--- src/rtl/branch_resolve_ctrl_if.sv ---
// Bus bundle for branch_resolve_ctrl: resolved-branch input handshake,
// flush/redirect outputs and the BTB update write port.
// The slave modport is the controller's view; master is its environment.
// Optional macro BRCTRL_PERF_CNT_EN adds the perf_branches/perf_mispredicts counters.
interface branch_resolve_ctrl_if #(
    parameter int UPD_DEPTH = 4
);
    logic                           res_valid;
    logic                           res_ready;
    logic [31:0]                    res_pc;
    logic [31:0]                    res_target;
    logic                           res_taken;
    logic                           res_mispredict;
    logic                           flush;
    logic                           fetch_stall;
    logic                           redirect_valid;
    logic [31:0]                    redirect_pc;
    logic                           btb_wr_valid;
    logic                           btb_wr_ready;
    logic [31:0]                    btb_wr_pc;
    logic [31:0]                    btb_wr_target;
    logic                           btb_wr_taken;
    logic [$clog2(UPD_DEPTH+1)-1:0] upd_count;
`ifdef BRCTRL_PERF_CNT_EN
    logic [31:0]                    perf_branches;
    logic [31:0]                    perf_mispredicts;

    modport slave (
        input  res_valid, res_pc, res_target, res_taken, res_mispredict, btb_wr_ready,
        output res_ready, flush, fetch_stall, redirect_valid, redirect_pc,
               btb_wr_valid, btb_wr_pc, btb_wr_target, btb_wr_taken, upd_count,
               perf_branches, perf_mispredicts
    );
    modport master (
        output res_valid, res_pc, res_target, res_taken, res_mispredict, btb_wr_ready,
        input  res_ready, flush, fetch_stall, redirect_valid, redirect_pc,
               btb_wr_valid, btb_wr_pc, btb_wr_target, btb_wr_taken, upd_count,
               perf_branches, perf_mispredicts
    );
`else
    modport slave (
        input  res_valid, res_pc, res_target, res_taken, res_mispredict, btb_wr_ready,
        output res_ready, flush, fetch_stall, redirect_valid, redirect_pc,
               btb_wr_valid, btb_wr_pc, btb_wr_target, btb_wr_taken, upd_count
    );
    modport master (
        output res_valid, res_pc, res_target, res_taken, res_mispredict, btb_wr_ready,
        input  res_ready, flush, fetch_stall, redirect_valid, redirect_pc,
               btb_wr_valid, btb_wr_pc, btb_wr_target, btb_wr_taken, upd_count
    );
`endif
endinterface

--- src/rtl/branch_resolve_ctrl.sv ---
// Branch resolution sequencer: on a mispredict, flushes IF/ID for
// FLUSH_CYCLES cycles and then issues a single fetch redirect. Every resolved
// branch is queued as a BTB update and drained through a show-ahead FIFO.
// Optional macro BRCTRL_PERF_CNT_EN adds saturating branch/mispredict counters.
module branch_resolve_ctrl #(
    parameter int FLUSH_CYCLES = 2,
    parameter int UPD_DEPTH    = 4
) (
    input  logic                  clk,
    input  logic                  reset,
    branch_resolve_ctrl_if.slave  bus
);
    localparam int AW   = (UPD_DEPTH > 1) ? $clog2(UPD_DEPTH) : 1;
    localparam int CNTW = $clog2(UPD_DEPTH + 1);
    localparam int FCW  = (FLUSH_CYCLES > 1) ? $clog2(FLUSH_CYCLES) : 1;

    typedef enum logic [1:0] {IDLE, FLUSH, REDIRECT} state_t;

    typedef struct packed {
        logic [31:0] pc;
        logic [31:0] target;
        logic        taken;
    } upd_t;

    state_t          state, state_nxt;
    logic [FCW-1:0]  fcnt, fcnt_nxt;
    upd_t            mem [UPD_DEPTH];
    upd_t            head;
    logic [AW-1:0]   wr_ptr, rd_ptr;
    logic [CNTW-1:0] count;
    logic            full, empty, accept, pop, mis_accept;

    assign full       = (count == CNTW'(UPD_DEPTH));
    assign empty      = (count == '0);
    // Ready depends only on flops, never on res_valid.
    assign bus.res_ready = (state == IDLE) && !full;
    assign accept     = bus.res_valid && bus.res_ready;
    assign mis_accept = accept && bus.res_mispredict;
    assign pop        = !empty && bus.btb_wr_ready;

    // FSM state and flush countdown register.
    always_ff @(posedge clk) begin
        if (reset) begin
            state <= IDLE;
            fcnt  <= '0;
        end else begin
            state <= state_nxt;
            fcnt  <= fcnt_nxt;
        end
    end

    // Next-state logic; flush/stall/redirect decode straight from the state flops.
    always_comb begin
        state_nxt          = state;
        fcnt_nxt           = fcnt;
        bus.flush          = 1'b0;
        bus.fetch_stall    = 1'b0;
        bus.redirect_valid = 1'b0;
        case (state)
            IDLE: begin
                if (mis_accept) begin
                    state_nxt = FLUSH;
                    fcnt_nxt  = FCW'(FLUSH_CYCLES - 1);
                end
            end
            FLUSH: begin
                bus.flush       = 1'b1;
                bus.fetch_stall = 1'b1;
                if (fcnt == '0) state_nxt = REDIRECT;
                else            fcnt_nxt  = fcnt - 1'b1;
            end
            REDIRECT: begin
                bus.redirect_valid = 1'b1;
                bus.fetch_stall    = 1'b1;
                state_nxt          = IDLE;
            end
            default: state_nxt = IDLE;
        endcase
    end

    // Capture the corrected fetch PC at the mispredict accept (wrapping add).
    always_ff @(posedge clk) begin
        if (reset)           bus.redirect_pc <= '0;
        else if (mis_accept) bus.redirect_pc <= bus.res_taken ? bus.res_target
                                                              : bus.res_pc + 32'd4;
    end

    // Update FIFO storage, pointers and occupancy; runs independently of the FSM.
    always_ff @(posedge clk) begin
        if (reset) begin
            wr_ptr <= '0;
            rd_ptr <= '0;
            count  <= '0;
            for (int i = 0; i < UPD_DEPTH; i++) mem[i] <= '0;
        end else begin
            if (accept) begin
                mem[wr_ptr] <= '{pc: bus.res_pc, target: bus.res_target, taken: bus.res_taken};
                wr_ptr      <= (wr_ptr == AW'(UPD_DEPTH - 1)) ? '0 : wr_ptr + 1'b1;
            end
            if (pop) rd_ptr <= (rd_ptr == AW'(UPD_DEPTH - 1)) ? '0 : rd_ptr + 1'b1;
            case ({accept, pop})
                2'b10:   count <= count + 1'b1;
                2'b01:   count <= count - 1'b1;
                default: count <= count;
            endcase
        end
    end

    assign head              = mem[rd_ptr];
    assign bus.btb_wr_valid  = !empty;
    assign bus.btb_wr_pc     = head.pc;
    assign bus.btb_wr_target = head.target;
    assign bus.btb_wr_taken  = head.taken;
    assign bus.upd_count     = count;

`ifdef BRCTRL_PERF_CNT_EN
    // Saturating counts of accepted branches and accepted mispredicts.
    always_ff @(posedge clk) begin
        if (reset) begin
            bus.perf_branches    <= '0;
            bus.perf_mispredicts <= '0;
        end else begin
            if (accept && bus.perf_branches != 32'hFFFF_FFFF)
                bus.perf_branches <= bus.perf_branches + 32'd1;
            if (mis_accept && bus.perf_mispredicts != 32'hFFFF_FFFF)
                bus.perf_mispredicts <= bus.perf_mispredicts + 32'd1;
        end
    end
`endif
endmodule
--- src/flat_wrapper.sv ---
// flat-port wrapper written by rule: the top's interface ports become plain ports
module branch_resolve_ctrl_flat 
#(
    parameter int FLUSH_CYCLES = 2,
    parameter int UPD_DEPTH    = 4
)
  (clk, reset, bus_res_valid, bus_res_pc, bus_res_target, bus_res_taken, bus_res_mispredict, bus_btb_wr_ready, bus_res_ready, bus_flush, bus_fetch_stall, bus_redirect_valid, bus_redirect_pc, bus_btb_wr_valid, bus_btb_wr_pc, bus_btb_wr_target, bus_btb_wr_taken, bus_upd_count);
  branch_resolve_ctrl_if #(.UPD_DEPTH(UPD_DEPTH)) bus_i ();
  input  logic clk;
  input  logic reset;
  input wire logic [$bits(bus_i.res_valid)-1:0] bus_res_valid;
  input wire logic [$bits(bus_i.res_pc)-1:0] bus_res_pc;
  input wire logic [$bits(bus_i.res_target)-1:0] bus_res_target;
  input wire logic [$bits(bus_i.res_taken)-1:0] bus_res_taken;
  input wire logic [$bits(bus_i.res_mispredict)-1:0] bus_res_mispredict;
  input wire logic [$bits(bus_i.btb_wr_ready)-1:0] bus_btb_wr_ready;
  output wire logic [$bits(bus_i.res_ready)-1:0] bus_res_ready;
  output wire logic [$bits(bus_i.flush)-1:0] bus_flush;
  output wire logic [$bits(bus_i.fetch_stall)-1:0] bus_fetch_stall;
  output wire logic [$bits(bus_i.redirect_valid)-1:0] bus_redirect_valid;
  output wire logic [$bits(bus_i.redirect_pc)-1:0] bus_redirect_pc;
  output wire logic [$bits(bus_i.btb_wr_valid)-1:0] bus_btb_wr_valid;
  output wire logic [$bits(bus_i.btb_wr_pc)-1:0] bus_btb_wr_pc;
  output wire logic [$bits(bus_i.btb_wr_target)-1:0] bus_btb_wr_target;
  output wire logic [$bits(bus_i.btb_wr_taken)-1:0] bus_btb_wr_taken;
  output wire logic [$bits(bus_i.upd_count)-1:0] bus_upd_count;
  assign bus_i.res_valid = bus_res_valid;
  assign bus_i.res_pc = bus_res_pc;
  assign bus_i.res_target = bus_res_target;
  assign bus_i.res_taken = bus_res_taken;
  assign bus_i.res_mispredict = bus_res_mispredict;
  assign bus_i.btb_wr_ready = bus_btb_wr_ready;
  assign bus_res_ready = bus_i.res_ready;
  assign bus_flush = bus_i.flush;
  assign bus_fetch_stall = bus_i.fetch_stall;
  assign bus_redirect_valid = bus_i.redirect_valid;
  assign bus_redirect_pc = bus_i.redirect_pc;
  assign bus_btb_wr_valid = bus_i.btb_wr_valid;
  assign bus_btb_wr_pc = bus_i.btb_wr_pc;
  assign bus_btb_wr_target = bus_i.btb_wr_target;
  assign bus_btb_wr_taken = bus_i.btb_wr_taken;
  assign bus_upd_count = bus_i.upd_count;
  branch_resolve_ctrl #(.FLUSH_CYCLES(FLUSH_CYCLES), .UPD_DEPTH(UPD_DEPTH)) u_core (.clk(clk), .reset(reset), .bus(bus_i));
endmodule
--- config.mk ---
export PLATFORM = sky130hd
export DESIGN_NAME = branch_resolve_ctrl_flat
export DESIGN_NICKNAME = d
export VERILOG_FILES = /design/src/rtl/branch_resolve_ctrl_if.sv /design/src/rtl/branch_resolve_ctrl.sv /design/src/flat_wrapper.sv
export SDC_FILE = /design/constraint.sdc
export NUM_CORES = 1
export LEC_CHECK = 0
export BUFFER_PORTS_ARGS = -buffer_cell sky130_fd_sc_hd__buf_4
export CORE_AREA = 2 2 191 193
export DETAILED_ROUTE_END_ITERATION = 8
export DIE_AREA = 0 0 193 195
export GPL_TIMING_DRIVEN = 1
export PLACE_DENSITY = 0.58
export SLEW_MARGIN = 30
export SYNTH_ARGS = -nofsm -noshare
export SYNTH_HDL_FRONTEND = slang
export SYNTH_SLANG_ARGS = --single-unit
--- constraint.sdc ---
create_clock -name clk -period 3.8 [get_ports clk]
set_clock_uncertainty 0.05 [all_clocks]
set_input_delay 0.19 -clock clk [delete_from_list [all_inputs] [get_ports clk]]
set_output_delay 0.19 -clock clk [all_outputs]
set_load 0.005 [all_outputs]
==> results of run 1 <==
[metal layers]
layer	track usage, %	part of all wire (%)	routed length (µm)	vias to the layer above
met5	0	0	0	-
met2	32.4	47	17600	285
met1	28.6	45	16700	4521
met4	4.41	2.1	766	0
met3	2.86	5.7	2140	53
li1	-	-	-	4175
[sequential cells by signal (all words and copies together) (netlist names), named ones only]
register / cells
u_core.wr_ptr: 2
u_core.bus.upd_count: 3
u_core.mem: 260
u_core.bus.redirect_pc: 32
u_core.fcnt: 1
u_core.rd_ptr: 2
u_core.state: 2
[cells by family (layout without fill, tap and decap cells)]
logic type / count (synthesis) / count (layout) / share of synthesized area (%)
buffers and inverters: 96 / 334 / 3.05
AO/OA/AOI/OAI: 93 / 93 / 4.34
multiplexers: 69 / 69 / 10.7
adder cells (fa/ha/maj): 9 / 9 / 0.857
flip-flops: 304 / 304 / 62.0
AND/OR/NAND/NOR: 422 / 422 / 18.2
XOR/XNOR: 13 / 13 / 0.813
[report_power, final]
part           leakage, µW  switching [µW]  internal (µW)
logic              0.00294            1210           1260
clock network     0.000557            1320           2020
registers          0.00306             242           4120
total              0.00656            2770           7390
[layout make-up]
cell class	instances	share of cell area, %
timing repair buffer	252	11.9
sequential	304	49.7
tap	461	3.30
inverter	20	0.429
clock inverter	16	0.887
multi-input combinational	606	28.2
clock buffer	46	5.60
[critical path: stages, from the launching register on]
cell,delay (ns)
dfxtp_1,0.39
or3b_2,0.60
nand3_1,0.31
buf_4,0.23
ha_1,0.19
inv_1,0.06
fa_1,0.37
xor2_1,0.16
or3_1,0.30
a21oi_1,0.15
[through the flow]
step           setup WS, ns  power (µW)  hold WS [ns]  util [%]
3_5_place_dp          0.913        6900         0.414      44.6
4_1_cts               0.896       10300       0.00166      49.4
2_1_floorplan         0.935        5670         0.306         -
3_3_place_gp          0.989        6860         0.414      44.6
6_report              0.912       10200       0.00963      49.4
5_1_grt               0.740       10600        0.0105      49.4
[cells in the mapped netlist, drive strengths merged (3+ instances only)]
cell type  instances  share of area (%)
nand2             30               0.80
xnor2             11               0.69
clkbuf            55                1.6
or2                3               0.13
inv               20               0.54
nand3             14               0.54
or3                5               0.22
nand4             10               0.60
edfxtp           260                 56
a311oi             4               0.25
a211oi             5               0.27
mux4              65                 10
nor2b              4               0.18
a21oi             30                1.1
or4b               4               0.29
a311o              3               0.21
nor3b              4               0.21
nor2              19               0.51
and3               9               0.40
o22ai              7               0.31
nand2b             8               0.36
mux2i              4               0.29
or4                9               0.54
o41ai              4               0.25
o21a               4               0.21
and2             251                 11
nor4               7               0.31
o21ai             11               0.39
dfxtp             44                6.3
buf               21               0.88
nand3b             4               0.21
nor3              34                1.2
o211ai            19                1.0
ha                 8               0.71
[how the worst max path moves through the flow]
stage                         endpoint                    start  cells past startpoint  slack [ns]
6_report       u_core.bus.upd_count[2]  u_core.bus.upd_count[2]                      9        0.91
5_1_grt        u_core.bus.upd_count[2]  u_core.bus.upd_count[2]                      9        0.74
4_1_cts              u_core.mem[0][29]  u_core.bus.upd_count[0]                      5        0.90
3_5_place_dp         u_core.mem[0][13]  u_core.bus.upd_count[0]                      5        0.91
3_3_place_gp   u_core.bus.upd_count[2]  u_core.bus.upd_count[2]                      9        0.99
2_1_floorplan         u_core.mem[3][0]  u_core.bus.upd_count[0]                      4        0.94
==> impl_metrics.tcl, run 1 <==
set metrics [dict create \
    clock_latency_ns 0.50 \
    cts_inserted_buffers 34 \
    end_kind "flip-flop" \
    max-cap-violations 0 \
    cts_resized 0 \
    final_layout_size_suffix_gt1_share_pct 26.7 \
    pin_count 175 \
    drt-initial-drc-count 787 \
    syn_area_mm2 0.0140 \
    finalHoldViolCount 0 \
    hold_start "bus_res_pc[23]" \
    setup_viol 0 \
    r2r_setup_slack_ns 0.91 \
    setup_tns_ns 0 \
    whs_endpoint "u_core.bus.redirect_pc[23]" \
    max_freq_mhz 346 \
    avgSynthCellArea_um2 13.9 \
    timing.slew.headroom_pct 48.2 \
    routedWlPerCell_um 21.8 \
    fin_crit_sh_pct 76.0 \
    grt_usage_pct 20.0 \
    yosysUniqueCellTypes 55 \
    tightestPinTransition_ns 0.777 \
    layout.cells.non_filler 1705 \
    synth_edf_count 260 \
    die_w_um 193 \
    cts_hold_buf 58 \
    drv_slew 0 \
    drcViolationCount 0 \
    viasPerCell 5.30 \
    cp-start-kind "flip-flop" \
    path_clk_slew_ns 0.06 \
    core_mm2 0.0354 \
    synth_flop_cell "edfxtp_1" \
    cp_data_arrival_time_ns 3.26 \
    die_area_mm2 0.0376 \
    reg2reg_depth 9 \
    portBuffers 174 \
    start_util_pct 39.6 \
    reg2reg_from "u_core.bus.upd_count[2]" \
    required_ns 4.17 \
    status "completed" \
    cts_sinks 304 \
    grt_first_pass_wirelength_um 56100 \
    area_delta_synth_final_pct 24.9 \
    seq_area_frac_synth_pct 62.0 \
    place_inst 1585 \
    drt_first_pass_iters 5 \
    grt_overflow_total 0 \
    gp_congestion 0.845 \
    multi_input_area_mm2 0.00493 \
    mostFrequentLayoutCell "edfxtp_1" \
    synth_nets 1085 \
    drtAntennaViolNets 0 \
    grt_pass1_vias 9194 \
    dpl_cell_area_mm2 0.0158 \
    row_count 69 \
    async_reset_ff_share_pct 0 \
    ys_ff_latch 304 \
    htreeDepth 2 \
    rsz0062_at_grt "false" \
    seq_area_mm2 0.00869 \
    wl_um 37200 \
    worst_r2r_endpoint "u_core.bus.upd_count[2]" \
    nFillCells 3071 \
    whs_path_depth 3 \
    period_needed_ns 2.89 \
    via_count 9034 \
    cp_max_fo 10 \
    antenna_found_initial 0 \
    p_leak_uw 0.00656 \
    cts_tree "done" \
    syn_inst 1006 \
    layout.cells.most_common_list "edfxtp_1, and2_1, buf_4, mux4_2, dlygate4sd3_1" \
    cts.path.max_buffers 3 \
    final_cell_area_mm2 0.0175 \
    postCtsSetupBuffers 0 \
    power_density_mw_per_mm2 581 \
    grt_max_degree 66 \
    nets 1297 \
    path_class "reg -> reg" \
    ir_drop_mv 0.368 \
    root_buffer "clkbuf_16" \
    synth_warnings 0 \
    dp_hpwl_um 23400 \
    hold_class "in -> reg" \
    die_y_um 195 \
    diodes 0 \
]
Power figures use the tool's default switching activity.
==> run 2, diff against run 1 <==
ABC_AREA = 1   (was not set)
CORE_AREA = 2 2 188 190   (was 2 2 191 193)
DIE_AREA = 0 0 190 192   (was 0 0 193 195)
clock period = 2.8 ns   (was 3.8 ns; I/O delays follow)
==> impl_metrics.tcl, run 2 <==
set metrics [dict create \
    drt_first_pass_iters 7 \
    portBuffers 174 \
    nets 1681 \
    final_cell_area_mm2 0.0169 \
    async_reset_ff_share_pct 0 \
    diodes 0 \
    cts_inserted_buffers 34 \
    syn_area_mm2 0.0136 \
    seq_area_frac_synth_pct 63.8 \
    tightestPinTransition_ns 0.929 \
    hold_start "bus_res_target[31]" \
    grt_max_degree 131 \
    synth_top_family_by_area "simple AND/OR/NAND/NOR gates" \
    clock_latency_ns 0.52 \
    fin_crit_sh_pct 92.0 \
    synthTopCellsByCount "nor2_1, edfxtp_1, o21ai_0" \
    mostFrequentLayoutCell "nor2_1" \
    rsz0062_at_grt "false" \
    cts_tree "done" \
    synth.largest_area_cell "edfxtp_1" \
    gp_congestion 0.875 \
    largest-register "u_core.mem" \
    area_delta_synth_final_pct 24.0 \
    finalHoldViolCount 0 \
    via_count 11000 \
    cp-start-kind "flip-flop" \
    syn_inst 1408 \
    grt_first_pass_wirelength_um 63600 \
    core_mm2 0.0343 \
    yosysMostFrequentCell "nor2_1" \
    whs_endpoint "u_core.mem[0][32]" \
    path_class "reg -> reg" \
    path_clk_slew_ns 0.06 \
    row_count 68 \
    end_kind "flip-flop" \
    largest_register_ffs 260 \
    r2r_setup_slack_ns 0.22 \
    status "completed" \
    power_density_mw_per_mm2 892 \
    htreeDepth 2 \
    die_area_mm2 0.0365 \
    required_ns 3.19 \
    cp_max_fo 21 \
    avgSynthCellArea_um2 9.68 \
    drtAntennaViolNets 0 \
    synth_flop_cell "edfxtp_1" \
    ys_ff_latch 304 \
    ir_drop_mv 0.537 \
    grt_pass1_vias 10600 \
    hold_class "in -> reg" \
    p_leak_uw 0.00696 \
    max_freq_mhz 388 \
    viasPerCell 5.28 \
    dp_slack_ns 0.488 \
    cp_data_arrival_time_ns 2.97 \
    dpl_cell_area_mm2 0.0154 \
    reg2reg_depth 10 \
    drv_slew 0 \
    root_buffer "clkbuf_16" \
    layout_setup_ws_ns 0.223 \
    wl_um 42800 \
    routedWlPerCell_um 20.6 \
    yosysUniqueCellTypes 31 \
    nFillCells 3205 \
    start_util_pct 39.7 \
    die_y_um 192 \
    period_needed_ns 2.58 \
    grt_usage_pct 23.3 \
    pin_count 175 \
    synth_nets 1487 \
    postCtsSetupBuffers 0 \
    synth-adder-area-share_pct 0.882 \
    layout.cells.most_common_list "nor2_1, edfxtp_1, buf_4, o21ai_0, nand2_1" \
    synth_top_cell_area_share_pct 57.3 \
    dp_hpwl_um 26300 \
    finish.utilization_pct 49.3 \
    cts.path.max_buffers 3 \
    cts_sinks 304 \
    grt_overflow_total 0 \
    final_layout_size_suffix_gt1_share_pct 16.3 \
    drcViolationCount 0 \
    worst_r2r_endpoint "u_core.bus.redirect_pc[4]" \
    die_w_um 190 \
    synth_edf_count 260 \
    synthMuxAreaShare_pct 0 \
    setup_viol 0 \
    reg2reg_from "u_core.state[1]" \
    setup_tns_ns 0 \
    timing.slew.headroom_pct 38.1 \
    synthTopCellsByArea "edfxtp_1, nor2_1, dfxtp_1" \
    synth-simple-area-share_pct 17.7 \
    synth_warnings 0 \
    max-cap-violations 0 \
    synth_xor_xnor_area_share_pct 0.514 \
    antenna_found_initial 0 \
    power_uw 15100 \
    drt-initial-drc-count 1004 \
    whs_path_depth 3 \
    synth_compound_area_share_pct 11.6 \
]
run 2: worst max path at each step:
stage                           endpoint  depth (start not counted)  slack (ns)             from
2_1_floorplan           u_core.mem[3][0]                          8       0.007  u_core.state[0]
3_3_place_gp           u_core.mem[2][39]                         11        0.56  u_core.state[0]
3_5_place_dp           u_core.mem[2][35]                         11        0.49  u_core.state[0]
4_1_cts        u_core.bus.redirect_pc[4]                         10        0.24  u_core.state[1]
5_1_grt        u_core.bus.redirect_pc[4]                         10        0.02  u_core.state[0]
6_report       u_core.bus.redirect_pc[4]                         10        0.22  u_core.state[1]
run 2: final cells by class:
class                   count  area, µm²  area share (%)
clock buffers              43        916            5.42
flip-flops and latches    304       8690            51.4
well taps                 455        569            3.37
repair buffers            245       2080            12.3
clock inverters            18        116           0.689
multi-input cells         926       4180            24.8
inverters                  91        343            2.03
run 2: what timing repair did:
item	CTS	global route
hold endpoints to repair	180	0
resized for setup	0	0
hold buffers	46	0
run 2: cell families after synthesis:
logic type                 after synthesis
DFF                                    304
adders and majority gates                9
xor gates and xnor gates                 8
buffers and inverters                  178
AOI/OAI and AO/OA                      291
and+or+nand+nor                        618
run 2: through the flow:
stage,hold WS (ns),std cells
6_report,0.00771,2082
5_1_grt,0.0103,2082
4_1_cts,0.000492,2082
3_5_place_dp,0.384,1975
3_3_place_gp,0.376,1975
2_1_floorplan,0.159,1408
run 2: metal layers:
layer / global-route usage (%) / wire, µm / vias up
met5: 0 / 0 / -
met4: 9.33 / 1620 / 0
met3: 3.27 / 2880 / 80
met2: 37.8 / 20000 / 397
met1: 31.6 / 18300 / 5353
li1: - / - / 5168
run 2: worst max-delay path: stages (launching register included):
cell and delay, ns:
dfxtp_1 0.32, inv_1 0.09, ha_1 0.17, inv_1 0.07, a31oi_4 0.18, nand3_2 0.39
inv_1 0.20, buf_4 0.21, o211ai_1 0.10, a21oi_1 0.14, dlygate4sd3_1 0.55
run 2: report_power, final:
| part | internal [µW] | switching, µW |
|---|---|---|
| Combinational | 1970 | 2940 |
| Sequential | 5670 | 274 |
| Clock | 2420 | 1810 |
| Total | 10100 | 5020 |
